[src/rtl/sdc_dma_arbiter.sv]
// Two-master Wishbone arbiter sharing the memory slave between the CPU (m0) and the SD DMA (m1).
// Round-robin grant per cyc envelope; define SDC_ARB_TIMEOUT_EN to add the no-ack watchdog (ABORT state).
module sdc_dma_arbiter #(
    parameter int unsigned TIMEOUT_W      = 16,
    parameter logic [15:0] TIMEOUT_CYCLES = 16'd4096
) (
    input  logic        wb_clk,
    input  logic        wb_rst_n,

    input  logic [31:0] m0_addr,
    input  logic [31:0] m0_dout,
    output logic [31:0] m0_din,
    input  logic [3:0]  m0_dm,
    input  logic        m0_cyc,
    input  logic        m0_stb,
    input  logic        m0_we,
    output logic        m0_ack,
    output logic        m0_err,

    input  logic [31:0] m1_addr,
    input  logic [31:0] m1_dout,
    output logic [31:0] m1_din,
    input  logic [3:0]  m1_dm,
    input  logic        m1_cyc,
    input  logic        m1_stb,
    input  logic        m1_we,
    output logic        m1_ack,
    output logic        m1_err,

    output logic [31:0] s_addr,
    output logic [31:0] s_dout,
    input  logic [31:0] s_din,
    output logic [3:0]  s_dm,
    output logic        s_cyc,
    output logic        s_stb,
    output logic        s_we,
    input  logic        s_ack,

    output logic [1:0]  grant
);

    typedef enum logic [1:0] {
        ST_IDLE  = 2'd0,
        ST_OWN0  = 2'd1,
        ST_OWN1  = 2'd2
`ifdef SDC_ARB_TIMEOUT_EN
        ,
        ST_ABORT = 2'd3
`endif
    } state_e;

    state_e     state_q;
    state_e     state_d;
    logic       last_q;     // 0: m0 owned the bus last, 1: m1 owned it last
    logic [1:0] grant_q;

    if (TIMEOUT_W < 2 || TIMEOUT_CYCLES < 16'd2) begin : g_bad_cfg
        $error("sdc_dma_arbiter: TIMEOUT_W and TIMEOUT_CYCLES must both be at least 2");
    end

`ifdef SDC_ARB_TIMEOUT_EN
    localparam logic [TIMEOUT_W-1:0] TO_LAST = TIMEOUT_W'(TIMEOUT_CYCLES - 16'd1);

    logic [TIMEOUT_W-1:0] cnt_q;
    logic                 m0_err_q;
    logic                 m1_err_q;
    logic                 timeout_hit;

    assign timeout_hit = s_stb && !s_ack && (cnt_q == TO_LAST);
    assign m0_err      = m0_err_q;
    assign m1_err      = m1_err_q;
`else
    assign m0_err = 1'b0;
    assign m1_err = 1'b0;
`endif

    assign grant = grant_q;

    // NOTE: every signal written here gets a default first, so no path through the case infers a latch.
    always_comb begin
        s_addr = '0;
        s_dout = '0;
        s_dm   = '0;
        s_we   = 1'b0;
        s_stb  = 1'b0;
        s_cyc  = 1'b0;
        m0_ack = 1'b0;
        m1_ack = 1'b0;
        m0_din = '0;
        m1_din = '0;
        case (state_q)
            ST_OWN0: begin
                s_addr = m0_addr;
                s_dout = m0_dout;
                s_dm   = m0_dm;
                s_we   = m0_we;
                s_stb  = m0_stb;
                s_cyc  = m0_cyc;
                m0_ack = s_ack;
                m0_din = s_din;
            end
            ST_OWN1: begin
                s_addr = m1_addr;
                s_dout = m1_dout;
                s_dm   = m1_dm;
                s_we   = m1_we;
                s_stb  = m1_stb;
                s_cyc  = m1_cyc;
                m1_ack = s_ack;
                m1_din = s_din;
            end
            default: ;
        endcase
    end

    // A new owner is chosen only from IDLE, which forces one idle cycle between any two cyc envelopes.
    always_comb begin
        state_d = state_q;
        case (state_q)
            ST_IDLE: begin
                if (m0_cyc && m1_cyc) begin
                    state_d = last_q ? ST_OWN0 : ST_OWN1;
                end else if (m0_cyc) begin
                    state_d = ST_OWN0;
                end else if (m1_cyc) begin
                    state_d = ST_OWN1;
                end
            end
            ST_OWN0: begin
                if (!m0_cyc) begin
                    state_d = ST_IDLE;
                end
`ifdef SDC_ARB_TIMEOUT_EN
                else if (timeout_hit) begin
                    state_d = ST_ABORT;
                end
`endif
            end
            ST_OWN1: begin
                if (!m1_cyc) begin
                    state_d = ST_IDLE;
                end
`ifdef SDC_ARB_TIMEOUT_EN
                else if (timeout_hit) begin
                    state_d = ST_ABORT;
                end
`endif
            end
`ifdef SDC_ARB_TIMEOUT_EN
            ST_ABORT: begin
                if (!(last_q ? m1_cyc : m0_cyc)) begin
                    state_d = ST_IDLE;
                end
            end
`endif
            default: state_d = ST_IDLE;
        endcase
    end

    // NOTE: registers update with non-blocking assignments; the combinational blocks above use blocking.
    always_ff @(posedge wb_clk) begin
        if (!wb_rst_n) begin
            state_q  <= ST_IDLE;
            last_q   <= 1'b1;
            grant_q  <= 2'b00;
`ifdef SDC_ARB_TIMEOUT_EN
            cnt_q    <= '0;
            m0_err_q <= 1'b0;
            m1_err_q <= 1'b0;
`endif
        end else begin
            state_q <= state_d;

            if (state_d == ST_OWN0) begin
                last_q <= 1'b0;
            end else if (state_d == ST_OWN1) begin
                last_q <= 1'b1;
            end

            case (state_d)
                ST_OWN0:  grant_q <= 2'b01;
                ST_OWN1:  grant_q <= 2'b10;
`ifdef SDC_ARB_TIMEOUT_EN
                ST_ABORT: grant_q <= grant_q;
`endif
                default:  grant_q <= 2'b00;
            endcase

`ifdef SDC_ARB_TIMEOUT_EN
            // Saturating wait counter: restarts on any ownership change or acknowledge.
            if ((state_d != state_q) || s_ack) begin
                cnt_q <= '0;
            end else if (s_stb && (cnt_q != '1)) begin
                cnt_q <= cnt_q + TIMEOUT_W'(1);
            end

            m0_err_q <= (state_d == ST_ABORT) && (state_q != ST_ABORT) && !last_q;
            m1_err_q <= (state_d == ST_ABORT) && (state_q != ST_ABORT) && last_q;
`endif
        end
    end

endmodule

[config.mk]
export PLATFORM = sky130hd
export DESIGN_NAME = sdc_dma_arbiter
export DESIGN_NICKNAME = d
export VERILOG_FILES = /design/src/rtl/sdc_dma_arbiter.sv
export SDC_FILE = /design/constraint.sdc
export NUM_CORES = 1
export LEC_CHECK = 0
export ABC_CLOCK_PERIOD_IN_PS = 5950
export CAP_MARGIN = 0
export CORE_AREA = 3 3 123 125
export DETAILED_ROUTE_END_ITERATION = 16
export DIE_AREA = 0 0 126 128
export MAX_ROUTING_LAYER = met4
export PLACE_DENSITY_LB_ADDON = 0.3
export SLEW_MARGIN = 10
export SYNTH_ARGS = -nofsm -noshare
export SYNTH_HDL_FRONTEND = slang
export SYNTH_SLANG_ARGS = --single-unit
[constraint.sdc]
create_clock -name wb_clk -period 5.95 [get_ports wb_clk]
set_input_delay 0.8925 -clock wb_clk [delete_from_list [all_inputs] [get_ports wb_clk]]
set_output_delay 0.8925 -clock wb_clk [all_outputs]
set_load 0.02 [all_outputs]
==> impl_results.md <==
- Synth cell count leaders: nor2b_1, a22oi_1, and2_1, clkbuf_1, buf_2
- Final ANT Viol Nets: 0
- Synth Instances: 276
- Hold WS: 0.528 ns
- Top_reg_cell synth: dfxtp_1
- First-pass GRT wire length: 16400 um
- Initial core utilization: 13.4%
- Final Max Slew Viols: 0
- Fin nets: 749
- CTS H-tree depth: 1
- Antenna fix cells: 0
- Final wirelength: 11300 um
- Min-delay src: last_q
- Req. time, crit path: 5.06 ns
- Clock tree from TritonCTS: yes
- Area of the multi-input gates: 1640 sq um
- Relative slew slack: 28.0%
- Slowest stage delay, CP: 0.80 ns
- Post-detail-place hpwl: 9000 um
- Fillers: 1445
- Wire per inst: 15.1 um
- Pwr/cell area: 164 nW/um^2
- Worst Path Buf+Inv: 3
- Unique cell type count in the Yosys netlist: 22
- Fmax: 263 MHz
- Design Power: 0.856 mW
- DIE AREA: 16100 sq um
- CTS Buffer Depth: 2
- Worst Hold Depth: 2
- Placed cells: 740
- Overall Global Routing Usage: 12.6%
- TritonRoute pass-1 iters: 4
- Yosys reg bits: 5
- R2r setup slk: 3.22 ns
- Min Tclk post-route: 3.81 ns
- Hold EP: last_q
- Core Rows: 43
- RSZ-0062 raised after global routing: no
- Synthesized area: 1870 sq um
- CP Capture Type: primary output
- Largest net degree at the start of global routing: 105
- Most frequent cell after synthesis: nor2b_1
- Final setup violation count: 0
- Post-route insts no fill: 744
- Hold Vio Cnt, Final: 0
- Vias: 3093
- Seq/Total Area, Yosys: 5.36%
- Final TNS setup: 0 ns
- GRT Residual Overflow: 0
- Worst-path clk slew: 0.03 ns
- CTS Buf Count: 3
- Post-CTS setup buffers: 0
- Worst-Skew Late Latency: 0.23 ns
- FF/Latch Area: 100 sq um
- Main area contributors after synthesis: a22oi_1, nor2b_1, and2_1
- Status: complete, no violations
- CTS resizes: 0
- Peak supply drop: 0.0813 mV
- Root buffer cell: clkbuf_16
- Setup Crit Path Kind: reg2out
- R2R depth: 8
- Post-synth EDFFs: 0
- Die Span Y: 128 um
- CP Max Fanout: 41
- Port bufs: 315
- Via density: 4.16
- Yosys Warn Count: 0
- Share of layout cells above drive strength 1: 1.77%
- Vias in the first global route: 3140
- Synth area leader: a22oi_1
- Hold Crit Class: reg2reg
- Ys async rst share: 0%
- Max_cap viols: 0
- Drt drc: 0
- Crit path max-delay cell type: ha_1
- Actual slew at the worst max-slew pin: 1.08 ns
- Crit start category: flip-flop
- DRT iter0 DRCs: 82
- Leakage: 1.77 nW
- Core area: 14000 sq um
- Reg-to-Reg End: last_q
- Mean post-synth cell area: 6.77 sq um
- Die width: 126 um
- CP arrival: 2.91 ns
- Worst path top cell family by delay: buffers and inverters
- Crit path cell chain: inv_1 -> ha_1 -> buf_4 -> nor2b_1 -> clkdlybuf4s50_1
- # clock sinks: 5
- Top cell type's share of synthesized area: 28.1%
- Synthesis-to-layout area growth: 179%
- Final worst path period share: 64.0%
- Reg2reg start: state_q[1]
- Setup Skew: 0.00142 ns
- Antenna violations before repair: 0
- Cts-stage hold buffer count: 0
- # IOs: 318
- Routability cong.: 0.863
==> sequential cells by signal, summed over array words and instances, names as in the netlist <==
| register | count |
|---|---|
| grant | 2 |
| state_q | 2 |
| last_q | 1 |
==> logic make-up (layout without fill, tap and decap cells) <==
kind of cell	Yosys count	after routing	share of synthesized area [%]
mux	1	1	0.536
simple gates	153	153	50.6
other cells	1	2	0.201
flops	5	5	5.36
compound gates	73	73	30.2
fa+ha+maj	7	7	4.69
buf+inv	36	323	8.44
==> cell type report <==
cell class | count | area share [%]
timing repair buffer | 316 | 60.6
multi-input combinational | 236 | 31.4
tap | 180 | 4.32
sequential | 5 | 1.92
clock buffer | 4 | 1.51
inverter | 3 | 0.216
==> worst reg2reg max path, cell delays in order, from the launching register on <==
cell	delay (ns)
dfxtp_1	0.36
inv_1	0.13
ha_4	0.77
a22o_1	0.48
a221oi_2	0.10
or2_1	0.22
ha_1	0.30
mux2i_1	0.19
nand2_1	0.06
==> worst max-delay path by stage <==
stage,start,to,cells after the start
floorplan,state_q[1],s_dout[5],7
global placement,state_q[0],s_dout[15],5
detailed placement,state_q[0],s_we,5
CTS,state_q[0],s_dout[10],5
global route,state_q[0],s_dout[13],5
finish,state_q[0],s_dout[10],5
==> stage by stage <==
step	util, %	setup slack [ns]	cell area (sq um)
6_report	37.3	2.14	5220
3_3_place_gp	36.7	2.35	5140
2_1_floorplan	-	3.60	1870
5_1_grt	37.3	1.83	5220
3_5_place_dp	36.7	2.28	5140
4_1_cts	37.3	2.02	5220
==> report_power, final <==
group	internal [mW]	total, mW	leakage, nW	switching, mW
Clock	0.0889	0.112	0.0382	0.0229
Combinational	0.370	0.698	1.69	0.328
Sequential	0.0401	0.0465	0.0412	0.00634
Total	0.499	0.856	1.77	0.357
==> layout by cell type, fill, tap and decap left out, types with 2 or more instances in the layout <==
cell type	instances
conb_1	2
or2_2	2
nand2_1	2
nor2b_1	71
a221oi_2	2
ha_1	5
clkbuf_16	3
ha_4	2
dfxtp_1	5
a22oi_1	70
inv_1	3
clkdlybuf4s50_1	315
nor2_1	4
and2_1	70
==> metal layers <==
layer  share of wire, %  vias up  track usage (%)
li1                   -     1520                -
met1                 37     1394             13.6
met2                 55      175             25.2
met3                7.4        4             1.63
met4               0.27        0             1.26
met5                  0        -                -
(Power assumes the default switching activity.)
